## config.mk

```make
export PLATFORM = sky130hd
export DESIGN_NAME = ioports_param
export DESIGN_NICKNAME = d
export VERILOG_FILES = /design/src/rtl/ioports_param.sv
export SDC_FILE = /design/constraint.sdc
export NUM_CORES = 1
export LEC_CHECK = 0
export CORE_MARGIN = 10
export CORE_UTILIZATION = 30
export DETAILED_ROUTE_END_ITERATION = 6
export HOLD_SLACK_MARGIN = 0.1
export SYNTH_ARGS = -nofsm -noshare
export SYNTH_HDL_FRONTEND = slang
export SYNTH_SLANG_ARGS = --single-unit
```

## constraint.sdc

```tcl
create_clock -name clk -period 4.8 [get_ports clk]
set_clock_uncertainty 0.05 [all_clocks]
set_input_delay 0.96 -clock clk [delete_from_list [all_inputs] [get_ports clk]]
set_output_delay 0.96 -clock clk [all_outputs]
set_load 0.1 [all_outputs]
```

## src/rtl/ioports_param.sv

```systemverilog
// Byte-serial host I/O port block: N_IN input and N_OUT output ports of DATA_W bits,
// with output readback, per-port auto-return-to-zero and a sticky write-timeout flag.
module ioports_param #(
    parameter int                        N_IN        = 8,
    parameter int                        N_OUT       = 16,
    parameter int                        DATA_W      = 32,
    parameter logic [N_OUT*DATA_W-1:0]   INIT_OUT    = '0,
    parameter logic [15:0]               AZ_MASK     = 16'h8000,
    parameter int                        PULSE_LEN   = 2,
    parameter int                        TIMEOUT_CYC = 1000,
    parameter logic [31:0]               HWID        = 32'h2018_1901
) (
    input  logic                      clk,
    input  logic                      reset_n,
    input  logic                      load,
    input  logic                      ready,
    output logic                      enout,
    input  logic [7:0]                datain,
    output logic [7:0]                dataout,
    input  logic [N_IN*DATA_W-1:0]    in_bus,
    output logic [N_OUT*DATA_W-1:0]   out_bus,
    output logic                      busy,
    output logic                      err
);
    localparam int                NB        = DATA_W / 8;
    localparam int                BI_W      = (NB > 1) ? $clog2(NB) : 1;
    localparam logic [BI_W-1:0]   BI_LAST   = BI_W'(NB - 1);
    localparam int                TO_W      = (TIMEOUT_CYC > 0) ? $clog2(TIMEOUT_CYC + 1) : 1;
    localparam logic [TO_W-1:0]   TO_LAST   = TO_W'((TIMEOUT_CYC > 0) ? TIMEOUT_CYC - 1 : 0);
    localparam bit                TO_EN     = (TIMEOUT_CYC > 0);
    localparam bit                AZ_EN     = (PULSE_LEN > 0);
    localparam logic [7:0]        PULSE_CNT = 8'(PULSE_LEN);

    typedef enum logic [1:0] {S_IDLE, S_WR_BYTE, S_RD_WAIT, S_RD_HOLD} state_t;

    state_t              state_q, state_d;
    logic [3:0]          addr_q, addr_d;
    logic [BI_W-1:0]     byte_idx_q, byte_idx_d;
    logic [DATA_W-1:0]   shreg_q, shreg_d;
    logic [TO_W-1:0]     idle_q, idle_d;
    logic                err_q, err_d;
    logic [7:0]          dataout_q, dataout_d;
    logic                enout_q, enout_d;
    logic [DATA_W-1:0]   out_q [N_OUT];
    logic [DATA_W-1:0]   out_d [N_OUT];
    logic [7:0]          azc_q [N_OUT];
    logic [7:0]          azc_d [N_OUT];
    logic [DATA_W-1:0]   wr_word;
    logic                unused_cmd_msb;

    // Opcode is only three bits wide; the command byte MSB carries no meaning.
    assign unused_cmd_msb = datain[7];

    always_comb begin
        state_d    = state_q;
        addr_d     = addr_q;
        byte_idx_d = byte_idx_q;
        shreg_d    = shreg_q;
        idle_d     = idle_q;
        err_d      = err_q;
        dataout_d  = dataout_q;
        enout_d    = 1'b0;
        wr_word    = (shreg_q << 8) | DATA_W'(datain);
        for (int k = 0; k < N_OUT; k++) begin
            out_d[k] = out_q[k];
            azc_d[k] = azc_q[k];
        end

        // Auto-zero counters tick independently; a commit below overrides them.
        for (int k = 0; k < N_OUT; k++) begin
            if (AZ_EN && AZ_MASK[k] && (azc_q[k] != 8'd0)) begin
                azc_d[k] = azc_q[k] - 8'd1;
                if (azc_q[k] == 8'd1) out_d[k] = '0;
            end
        end

        case (state_q)
            S_IDLE: begin
                if (load) begin
                    addr_d     = datain[3:0];
                    byte_idx_d = '0;
                    idle_d     = '0;
                    case (datain[6:4])
                        3'b001: begin
                            for (int k = 0; k < N_OUT; k++) begin
                                out_d[k] = INIT_OUT[k*DATA_W +: DATA_W];
                                azc_d[k] = 8'd0;
                            end
                            err_d = 1'b0;
                        end
                        3'b010: begin
                            shreg_d = '0;
                            state_d = S_WR_BYTE;
                        end
                        3'b011: begin
                            shreg_d = HWID[DATA_W-1:0];
                            for (int k = 0; k < N_IN; k++)
                                if (datain[3:0] == 4'(k)) shreg_d = in_bus[k*DATA_W +: DATA_W];
                            state_d = S_RD_WAIT;
                        end
                        3'b100: begin
                            shreg_d = '0;
                            for (int k = 0; k < N_OUT; k++)
                                if (datain[3:0] == 4'(k)) shreg_d = out_q[k];
                            state_d = S_RD_WAIT;
                        end
                        default: ;
                    endcase
                end
            end
            S_WR_BYTE: begin
                if (load) begin
                    shreg_d = wr_word;
                    idle_d  = '0;
                    if (byte_idx_q == BI_LAST) begin
                        // Out-of-range addresses match no port, so the word is dropped.
                        for (int k = 0; k < N_OUT; k++) begin
                            if (addr_q == 4'(k)) begin
                                out_d[k] = wr_word;
                                azc_d[k] = (AZ_EN && AZ_MASK[k]) ? PULSE_CNT : 8'd0;
                            end
                        end
                        state_d = S_IDLE;
                    end else begin
                        byte_idx_d = byte_idx_q + 1'b1;
                    end
                end else if (TO_EN) begin
                    if (idle_q == TO_LAST) begin
                        err_d   = 1'b1;
                        state_d = S_IDLE;
                    end else begin
                        idle_d = idle_q + 1'b1;
                    end
                end
            end
            S_RD_WAIT: begin
                if (ready) begin
                    dataout_d = shreg_q[DATA_W-1 -: 8];
                    shreg_d   = shreg_q << 8;
                    enout_d   = 1'b1;
                    state_d   = S_RD_HOLD;
                end
            end
            S_RD_HOLD: begin
                if (ready) begin
                    enout_d = 1'b1;
                end else if (byte_idx_q == BI_LAST) begin
                    state_d = S_IDLE;
                end else begin
                    byte_idx_d = byte_idx_q + 1'b1;
                    state_d    = S_RD_WAIT;
                end
            end
            default: state_d = S_IDLE;
        endcase
    end

    always_ff @(posedge clk or negedge reset_n) begin
        if (!reset_n) begin
            state_q    <= S_IDLE;
            addr_q     <= '0;
            byte_idx_q <= '0;
            shreg_q    <= '0;
            idle_q     <= '0;
            err_q      <= 1'b0;
            dataout_q  <= '0;
            enout_q    <= 1'b0;
            for (int k = 0; k < N_OUT; k++) begin
                out_q[k] <= INIT_OUT[k*DATA_W +: DATA_W];
                azc_q[k] <= 8'd0;
            end
        end else begin
            state_q    <= state_d;
            addr_q     <= addr_d;
            byte_idx_q <= byte_idx_d;
            shreg_q    <= shreg_d;
            idle_q     <= idle_d;
            err_q      <= err_d;
            dataout_q  <= dataout_d;
            enout_q    <= enout_d;
            for (int k = 0; k < N_OUT; k++) begin
                out_q[k] <= out_d[k];
                azc_q[k] <= azc_d[k];
            end
        end
    end

    for (genvar g = 0; g < N_OUT; g++) begin : g_out
        assign out_bus[g*DATA_W +: DATA_W] = out_q[g];
    end

    assign dataout = dataout_q;
    assign enout   = enout_q;
    assign busy    = (state_q != S_IDLE);
    assign err     = err_q;
endmodule

```

Word-level counts from Yosys, hierarchy flattened:

Cells that the tools add are included.

* register bits: 580
* latch bits: 0
* memory bits (writable): 0
* memory bits (read-only): 0
* logic and storage cells: 213
* memories kept: 0

* add/subtract/negate cells: 3
* $mul: 0
* div/mod/pow operators: 0
* order comparisons: 0
* eq/ne operators: 68
* shifts and indexed selects: 0
* muxes and demuxes: 84
* bitwise logic cells: 1
* reduce and logical (&&, ||, !) cells: 32

Operator list (count)
* 512-bit 2-to-1 mux: 4
* 32-bit 2-to-1 mux: 45
* 512-bit one-hot mux with 2 select lines: 1
* 32-bit one-hot mux with 3 select lines: 2
* 6-bit AND reduction: 16
* 4-bit == test (second input constant): 16
* 8-bit 2-to-1 mux: 6
* 2-bit inequality test (second input constant): 22
* 4-bit by 3-bit == test with 1-bit output (second input constant): 8
* 32-bit by 8-bit bitwise OR with 32-bit output: 1
* 10-bit 2-to-1 mux: 3
* 2-bit 2-to-1 mux: 11
* 10-bit one-hot mux with 2 select lines: 1
* 4-bit by 2-bit == test with 1-bit output (second input constant): 4
* 8-bit one-hot mux with 2 select lines: 1
* 10-bit by 1-bit adder with 10-bit output (second input constant): 1
* 10-bit == test (second input constant): 1
* 5-bit AND reduction: 2
* 3-bit inequality test (second input constant): 3
* 4-bit by 1-bit == test with 1-bit output (second input constant): 2
* 8-bit by 1-bit == test with 1-bit output (second input constant): 1
* 4-bit zero test: 2
* 2-bit one-hot mux with 4 select lines: 1
* 8-bit nonzero test: 1
* other kinds (21): 33

Longest topological paths before layout:

Gate-level depths: netlist (run 1).

* word-level depth: 20
* depth in mapped cells: 11
* gate-level depth less buffers: 8

Worst setup path after synthesis (run 1):

OpenSTA, ideal clock, no wires.

* path kind: register -> register
* start: register state_q[0]
* end: register idle_q[4]
* arrival: 2.605 ns
* path slack: 2.012 ns
* cell stages (with the launch flop): 9
* buffers on the path: 1
* clock period less this slack: 2.788 ns
* cell sequence: dfrtp_1 -> inv_1 -> ha_1 -> buf_2 -> inv_1 -> a21oi_1 -> or4b_2 -> xor2_1 -> nor2_1

* cells in the longest elaborated chain, start to end: 3
* elaborated cells between the ends (all ways): 7
* those cells by class: eq/ne (3); mux (1); reduce/logical (3)

Ends and longest elaborated chain
* from (decl): line 36 `state_t state_q, state_d;`
* from (signal assigned): line 173 `state_q <= state_d;`
* 2-bit by 1-bit == test with 1-bit output or 2-bit zero test (tied branches): line 77 `case (state_q)`
* 3-bit inequality test (no source line) (tied with other cells)
* 3-bit AND reduction (no source line)
* to (signal assigned): line 177 `idle_q <= idle_d;`
* to (decl): line 40 `logic [TO_W-1:0] idle_q, idle_d;`

Parallel ways exist; a longest one is shown, timed or not.
A chain may end at the register's enable or synchronous reset.

Final worst setup path (run 1):

* start: input port datain[2]
* end: register shreg_q[24]

* cells in the longest elaborated chain, start to end: 20
* elaborated cells between the ends (all ways): 43
* those cells by class: eq/ne (15); mux (27); reduce/logical (1)

Ends and longest elaborated chain
* from (decl): line 18 `input logic [7:0] datain,`
* 4-bit zero test: line 98, 104
* 32-bit 2-to-1 mux (16 in series): line 104 `if (datain[3:0] == 4'(k)) shreg_d = out_q[k];`
* 32-bit one-hot mux with 3 select lines *: line 83 `case (datain[6:4])`
* 32-bit 2-to-1 mux *: line 79 `if (load) begin`
* 32-bit one-hot mux with 3 select lines *: line 77
* to (signal assigned): line 176 `shreg_q <= shreg_d;`
* to (decl): line 39 `logic [DATA_W-1:0] shreg_q, shreg_d;`

Mark *: on every way between the ends. The rest lies on a longest branch, timed or not. The select of a mux whose other input is x is not followed.

==> impl_metrics.xml, run 1 <==
<?xml version="1.0" encoding="UTF-8"?>
<metrics>
  <group name="outcome">
    <metric name="outcome" unit="">complete, no violations</metric>
  </group>
  <group name="logic_synthesis">
    <metric name="synth.yosys.seq_area_share" unit="%">49.48</metric>
    <metric name="ys_async_sr_fraction" unit="%">100.0</metric>
    <metric name="ys_dominant_reg_cell" unit="">dfrtp_1</metric>
    <metric name="synth.ff_latch_count" unit="">580</metric>
    <metric name="synth_enable_flop_cells" unit="">0</metric>
    <metric name="netlist_instances" unit="">3215</metric>
    <metric name="syn_nets" unit="">3491</metric>
    <metric name="syn_area_per_cell" unit="sq um">9.124</metric>
    <metric name="ys.warnings.count" unit="">0</metric>
    <metric name="yosysUniqueCellTypes" unit="">87</metric>
    <metric name="mappedNetlistArea" unit="sq um">29330</metric>
  </group>
  <group name="routing">
    <metric name="initialDrtViolationCount" unit="">3883</metric>
    <metric name="vias" unit="">31340</metric>
    <metric name="routed_wire_length" unit="um">197800</metric>
    <metric name="avgRoutedWirePerCell" unit="um">37.39</metric>
    <metric name="drt-pass1-iter-count" unit="">6</metric>
    <metric name="detail_route.vias_per_cell" unit="">5.925</metric>
    <metric name="drtAntennaViolNets" unit="">0</metric>
    <metric name="routed_wl_met2" unit="um">88900</metric>
    <metric name="met3WireLength" unit="um">24090</metric>
    <metric name="highest_layer" unit="">met5</metric>
    <metric name="drt_drc_violations_left" unit="">0</metric>
    <metric name="met1_length" unit="um">74130</metric>
  </group>
  <group name="floorplanning">
    <metric name="chipWidth" unit="um">332.7</metric>
    <metric name="design.core.area" unit="sq um">96850</metric>
    <metric name="initial_utilization" unit="%">30.29</metric>
    <metric name="ioPinCount" unit="">791</metric>
    <metric name="die-height" unit="um">332.7</metric>
    <metric name="die_area" unit="sq um">110700</metric>
    <metric name="num_rows" unit="">114</metric>
  </group>
  <group name="placement">
    <metric name="portBuffers" unit="">790</metric>
    <metric name="final_weighted_congestion_in_routability_driven_placement" unit="">1.008</metric>
    <metric name="hpwlAfterDp" unit="um">150900</metric>
  </group>
  <group name="clock_network">
    <metric name="tritoncts" unit="">yes</metric>
    <metric name="number_of_buffers_added_for_setup_after_cts" unit="">0</metric>
    <metric name="max-clock-path-buffers" unit="">3</metric>
    <metric name="cts.repair.resized" unit="">0</metric>
    <metric name="cts_hold_repair.buffers" unit="">0</metric>
    <metric name="cts_root_buf" unit="">clkbuf_16</metric>
    <metric name="cts_made_buffers" unit="">69</metric>
    <metric name="insertion_delay" unit="ns">0.65</metric>
    <metric name="clk_pin_slew_worst_paths" unit="ns">0.06</metric>
    <metric name="cts_sinks" unit="">580</metric>
    <metric name="clock_tree.htree_level_count" unit="">3</metric>
  </group>
  <group name="power_and_ir_drop">
    <metric name="powerDensity" unit="nW/um^2">389.5</metric>
    <metric name="maximum_ir_drop_on_the_vdd_rail" unit="mV">0.2877</metric>
    <metric name="total_power" unit="uW">16060</metric>
    <metric name="power.static_leakage" unit="uW">0.01683</metric>
  </group>
  <group name="timing">
    <metric name="max_slew.worst_pin.slew" unit="ns">1.268</metric>
    <metric name="rsz0062_at_grt" unit="">false</metric>
    <metric name="finalSetupViolations" unit="">0</metric>
    <metric name="final.min_clock_period" unit="ns">3.597</metric>
    <metric name="slew_violations" unit="">0</metric>
    <metric name="worst_slew_margin_rel" unit="%">15.21</metric>
    <metric name="number_of_hold_slack_violations_in_the_final_timing_report" unit="">0</metric>
    <metric name="clock.fmax" unit="GHz">0.2780</metric>
    <metric name="final_critical_path_share_of_the_clock_period" unit="%">74.93</metric>
    <metric name="setup_tns" unit="ns">0</metric>
  </group>
  <group name="global_routing">
    <metric name="grt_start_max_net_pins" unit="">100</metric>
    <metric name="grt.overflow.total" unit="">0</metric>
    <metric name="grt_pass1_vias" unit="">29970</metric>
    <metric name="grt_pass1_wl" unit="um">266900</metric>
    <metric name="groute.usage.overall" unit="%">34.26</metric>
    <metric name="grt_antenna_before_repair" unit="">35</metric>
  </group>
  <group name="layout">
    <metric name="final_nets" unit="">4226</metric>
    <metric name="n_fill_cell" unit="">9625</metric>
    <metric name="ff_latch_area" unit="sq um">14510</metric>
    <metric name="flow.area_growth_from_synthesis" unit="%">40.61</metric>
    <metric name="multi_input_comb_area" unit="sq um">13420</metric>
    <metric name="post_route_cells_drive_above_1_share" unit="%">10.78</metric>
  </group>
  <group name="min_path">
    <metric name="worstHoldPathType" unit="">primary input to asynchronous set/reset pin</metric>
  </group>
  <group name="setup_path">
    <metric name="critical_path.endpoint_type" unit="">flip-flop</metric>
    <metric name="arrival" unit="ns">4.07</metric>
    <metric name="data_required_time_at_the_worst_endpoint" unit="ns">5.27</metric>
    <metric name="critPathMaxFanout" unit="">57</metric>
    <metric name="setup.worst_path.class" unit="">primary input to flip-flop</metric>
    <metric name="crit_path_start_kind" unit="">primary input</metric>
  </group>
  <group name="job">
    <metric name="max_cap_viol_count" unit="">0</metric>
  </group>
</metrics>
-- where the power goes --
part	switching (uW)	internal [uW]
combinational	3750	1260
sequential	416	5170
clock	2310	3160
total	6480	9590
-- synthesized netlist by cell type (38+ instances only) --
master | instances | share of area, %
nand2_1 | 647 | 8.3
buf_2 | 110 | 1.9
a221oi_1 | 40 | 1.2
clkbuf_1 | 139 | 1.8
a22o_1 | 50 | 1.5
o21ai_0 | 628 | 11
nor2_1 | 120 | 1.5
mux2i_1 | 69 | 2.4
mux2_2 | 38 | 1.5
dfrtp_1 | 580 | 49
o22ai_1 | 53 | 1.1
a21oi_1 | 190 | 3.2
-- critical path, stage by stage --
cell	delay, ns
buf_6	0.45
buf_4	0.34
inv_2	0.26
buf_4	0.29
nand2_1	0.09
a21oi_1	0.24
o32ai_1	0.84
a21oi_1	0.17
o31a_1	0.28
-- kinds of logic (layout without fill, tap and decap cells) --
kind of cell | after synthesis | after routing | synth area share (%)
buffers and inverters | 312 | 1103 | 5.054
AND/OR/NAND/NOR | 941 | 941 | 13.64
AO/OA/AOI/OAI | 1230 | 1230 | 25.35
XOR/XNOR | 11 | 11 | 0.3284
multiplexers | 133 | 133 | 5.809
adder cells (fa/ha/maj) | 8 | 8 | 0.3412
other | 0 | 7 | 0
flip-flops | 580 | 580 | 49.48
-- stage by stage --
| step | setup slack [ns] | instance area (sq um) | utilization [%] | instances | hold slack, ns |
|---|---|---|---|---|---|
| after floorplan | 2.012 | 29330 | - | 3215 | 0.4038 |
| after global placement | 0.7845 | 38900 | 40.16 | 5155 | 0.4188 |
| after detailed placement | 0.7965 | 38900 | 40.16 | 5155 | 0.4307 |
| after CTS | 1.335 | 41230 | 42.57 | 5282 | 0.3800 |
| after global routing | 1.253 | 41240 | 42.58 | 5286 | 0.4041 |
| final | 1.203 | 41250 | 42.59 | 5289 | 0.3482 |
-- flip-flops by register name (all words and copies together) (netlist names) --
signal      count
addr_q          4
azc_q           8
byte_idx_q      2
dataout         8
enout           1
err             1
idle_q         10
out_bus       512
shreg_q        32
state_q         2
-- layout by cell type (no fill, tap or decap), types with 15 or more instances in the layout --
cell               n
nand2_1          632
dfrtp_1          580
nand2b_1          26
nand2_2           16
buf_4            178
a22o_1            50
nor2_1           120
a211oi_1          27
inv_1             16
mux4_2            26
a221oi_1          40
a31oi_1           17
o221ai_1          17
o211ai_1          18
nor3_1            31
clkbuf_16         69
a21oi_1          190
mux2_2            38
clkbuf_8          25
nand3_1           19
buf_12            15
mux2i_1           69
a22oi_1           28
clkdlybuf4s50_1  759
o22ai_1           53
nor2b_1           17
o21ai_0          628
-- per-layer routing --
layer	vias to the layer above	global-route usage, %
met1	15710	41.27
met5	-	0
met2	2124	53.74
met3	425	13.52
li1	13040	-
met4	38	15.09
-- path summary, 6_finish.rpt --
path | start | end | slack (ns) | depth (start not counted)
min | reset_n | out_bus[260] | 0.35 | 1
max reg2reg | state_q[1] | out_bus[464] | 1.62 | 10
max | datain[2] | shreg_q[24] | 1.20 | 9
max in group asynchronous | reset_n | out_bus[332] | 3.23 | 2
min in group clk | byte_idx_q[1] | byte_idx_q[1] | 0.44 | 2
min reg2reg | byte_idx_q[1] | byte_idx_q[1] | 0.44 | 2
-- final cells by class --
class / count / area share [%]
Sequential cell: 580 / 35.19
Multi-Input combinational cell: 2323 / 32.54
Timing Repair Buffer: 956 / 22.52
Clock buffer: 107 / 5.114
Tap cell: 1276 / 3.871
Clock inverter: 20 / 0.5400
Inverter: 20 / 0.1850
Antenna cell: 7 / 0.04247
Note: power is estimated with default switching activity, not from simulation.
==> run 2: changes to the inputs <==
==> constraint.sdc (replaced) <==
create_clock -name clk -period 3.15 [get_ports clk]
set_clock_uncertainty 0.05 [all_clocks]
set_input_delay 0.63 -clock clk [delete_from_list [all_inputs] [get_ports clk]]
set_output_delay 0.63 -clock clk [all_outputs]
set_load 0.1 [all_outputs]
==> run 2 against run 1 <==
  * Sequential share of layout area shrank 0.67 points
  * Total power grew 54%
  * Wire length grew 0.24%
  * Clock-buffer cell count shrank 9
  * Final area grew 1.9%
  * Critical path type unchanged
  * Critical endpoint is now shreg_q[3]
  * Largest cell class unchanged
  * Largest power group unchanged
==> impl_metrics.xml, run 2 (same netlist as run 1, synthesis figures left out) <==
<?xml version="1.0" encoding="UTF-8"?>
<metrics>
  <group name="outcome">
    <metric name="outcome" unit="">complete, no violations</metric>
  </group>
  <group name="floorplanning">
    <metric name="num_rows" unit="">114</metric>
    <metric name="design.core.area" unit="sq um">96850</metric>
    <metric name="chipWidth" unit="um">332.7</metric>
    <metric name="initial_utilization" unit="%">30.29</metric>
    <metric name="die-height" unit="um">332.7</metric>
    <metric name="die_area" unit="sq um">110700</metric>
    <metric name="ioPinCount" unit="">791</metric>
  </group>
  <group name="timing">
    <metric name="finalSetupViolations" unit="">0</metric>
    <metric name="max_slew.worst_pin.slew" unit="ns">1.006</metric>
    <metric name="final.min_clock_period" unit="ns">3.097</metric>
    <metric name="rsz0062_at_grt" unit="">false</metric>
    <metric name="slew_violations" unit="">0</metric>
    <metric name="post-route-worst-setup-slack" unit="ns">0.05291</metric>
    <metric name="clock.fmax" unit="GHz">0.3229</metric>
    <metric name="final_critical_path_share_of_the_clock_period" unit="%">98.32</metric>
    <metric name="worst_hold_slack" unit="ns">0.4153</metric>
    <metric name="setup_tns" unit="ns">0</metric>
    <metric name="worst_slew_margin_rel" unit="%">32.90</metric>
    <metric name="number_of_hold_slack_violations_in_the_final_timing_report" unit="">0</metric>
  </group>
  <group name="layout">
    <metric name="largest_reg_flops" unit="">512</metric>
    <metric name="final_common_cell" unit="">buf_4</metric>
    <metric name="ff_latch_area" unit="sq um">14510</metric>
    <metric name="final_nets" unit="">4440</metric>
    <metric name="commonest_cells_after_routing_fill_and_taps_aside" unit="">844 x buf_4, 632 x nand2_1, 628 x o21ai_0</metric>
    <metric name="finish.utilization" unit="%">43.42</metric>
    <metric name="post_route_cells_drive_above_1_share" unit="%">26.93</metric>
    <metric name="flow.area_growth_from_synthesis" unit="%">43.34</metric>
    <metric name="n_fill_cell" unit="">9560</metric>
    <metric name="multi_input_comb_area" unit="sq um">13400</metric>
  </group>
  <group name="placement">
    <metric name="portBuffers" unit="">790</metric>
    <metric name="hpwlAfterDp" unit="um">154700</metric>
    <metric name="preCtsSetupSlack" unit="ns">-0.5238</metric>
    <metric name="final_weighted_congestion_in_routability_driven_placement" unit="">1.013</metric>
  </group>
  <group name="global_routing">
    <metric name="groute.usage.overall" unit="%">34.23</metric>
    <metric name="grt_start_max_net_pins" unit="">74</metric>
    <metric name="grt_pass1_wl" unit="um">267000</metric>
    <metric name="grt_pass1_vias" unit="">30720</metric>
    <metric name="grt.overflow.total" unit="">0</metric>
    <metric name="grt_antenna_before_repair" unit="">26</metric>
  </group>
  <group name="clock_network">
    <metric name="cts_sinks" unit="">580</metric>
    <metric name="cts_made_buffers" unit="">69</metric>
    <metric name="cts_hold_repair.buffers" unit="">1</metric>
    <metric name="cts_root_buf" unit="">clkbuf_16</metric>
    <metric name="clk_pin_slew_worst_paths" unit="ns">0.06</metric>
    <metric name="max-clock-path-buffers" unit="">3</metric>
    <metric name="clock_tree.htree_level_count" unit="">3</metric>
    <metric name="cts.repair.resized" unit="">0</metric>
    <metric name="number_of_buffers_added_for_setup_after_cts" unit="">0</metric>
    <metric name="insertion_delay" unit="ns">0.65</metric>
    <metric name="tritoncts" unit="">yes</metric>
  </group>
  <group name="power_and_ir_drop">
    <metric name="maximum_ir_drop_on_the_vdd_rail" unit="mV">0.4566</metric>
    <metric name="powerDensity" unit="nW/um^2">586.6</metric>
    <metric name="power.static_leakage" unit="uW">0.01904</metric>
  </group>
  <group name="min_path">
    <metric name="worstHoldPathType" unit="">primary input to flip-flop</metric>
  </group>
  <group name="setup_path">
    <metric name="crit_path_start_kind" unit="">primary input</metric>
    <metric name="critical_path.endpoint_type" unit="">flip-flop</metric>
    <metric name="critPathMaxFanout" unit="">5</metric>
    <metric name="slowest_stage" unit="">nor3_1</metric>
    <metric name="critPathMaxStageDelay" unit="ns">0.69</metric>
    <metric name="arrival" unit="ns">3.61</metric>
    <metric name="setup.worst_path.class" unit="">primary input to flip-flop</metric>
    <metric name="timing.critical_path.mode_cell" unit="">buf_4</metric>
    <metric name="crit_path_cell_trace" unit="">clkdlybuf4s50_1 &gt; buf_4 &gt; nand3b_1 &gt; buf_4 &gt; nor2_1 &gt; o21ai_0 &gt; nor3_1 &gt; o31ai_1 &gt; a21oi_1</metric>
    <metric name="data_required_time_at_the_worst_endpoint" unit="ns">3.66</metric>
  </group>
  <group name="routing">
    <metric name="vias" unit="">32220</metric>
    <metric name="drt-pass1-iter-count" unit="">6</metric>
    <metric name="drt_drc_violations_left" unit="">0</metric>
    <metric name="detail_route.vias_per_cell" unit="">5.859</metric>
    <metric name="routed_wire_length" unit="um">198200</metric>
    <metric name="avgRoutedWirePerCell" unit="um">36.04</metric>
    <metric name="drtAntennaViolNets" unit="">0</metric>
    <metric name="initialDrtViolationCount" unit="">4057</metric>
  </group>
  <group name="job">
    <metric name="max_cap_viol_count" unit="">0</metric>
  </group>
</metrics>
run 2: power breakdown:
part | internal (uW) | total, uW | switching (uW)
Combinational | 2360 | 8110 | 5750
Clock | 4660 | 8090 | 3430
Sequential | 7880 | 8470 | 590
run 2: final timing paths:
check                      cells past startpoint  slack, ns          start             to
setup / recovery                               9       0.05      datain[6]     shreg_q[3]
hold / removal                                 2       0.42      datain[3]   out_bus[483]
setup reg to reg                               8       0.52     state_q[0]    shreg_q[23]
hold reg to reg                                2       0.45  byte_idx_q[1]  byte_idx_q[1]
max in group asynchronous                      3       1.59        reset_n   out_bus[243]
min in group asynchronous                      2       0.54        reset_n   out_bus[324]
run 2: worst max-delay path: cells and delay by family:
family	cells	cell delay, ns
and+or+nand+nor	3	1.39
AOI/OAI and AO/OA	3	0.53
buffers and inverters	3	1.04
run 2: cell type report:
cell class              instances  area share (%)
clock inverters                23          0.4702
diodes                         10         0.05951
well taps                    1276           3.797
repair buffers               1170           24.27
clock buffers                  98           4.827
inverters                      20          0.1815
flip-flops and latches        580           34.52
multi-input cells            2323           31.88
run 2: routing by layer:
layer  GRT usage, %  wire length [um]
met1          40.23             72910
met2          53.91             89000
met3          13.08             23830
met4          17.97             12340
met5              0               161
run 2: per-stage QoR:
step	instance area, sq um	instances	total power, uW
floorplan	29330	3215	12840
global placement	39790	5368	16490
detailed placement	39790	5368	16510
CTS	42020	5490	24540
global route	42030	5492	25370
finish	42050	5500	24670
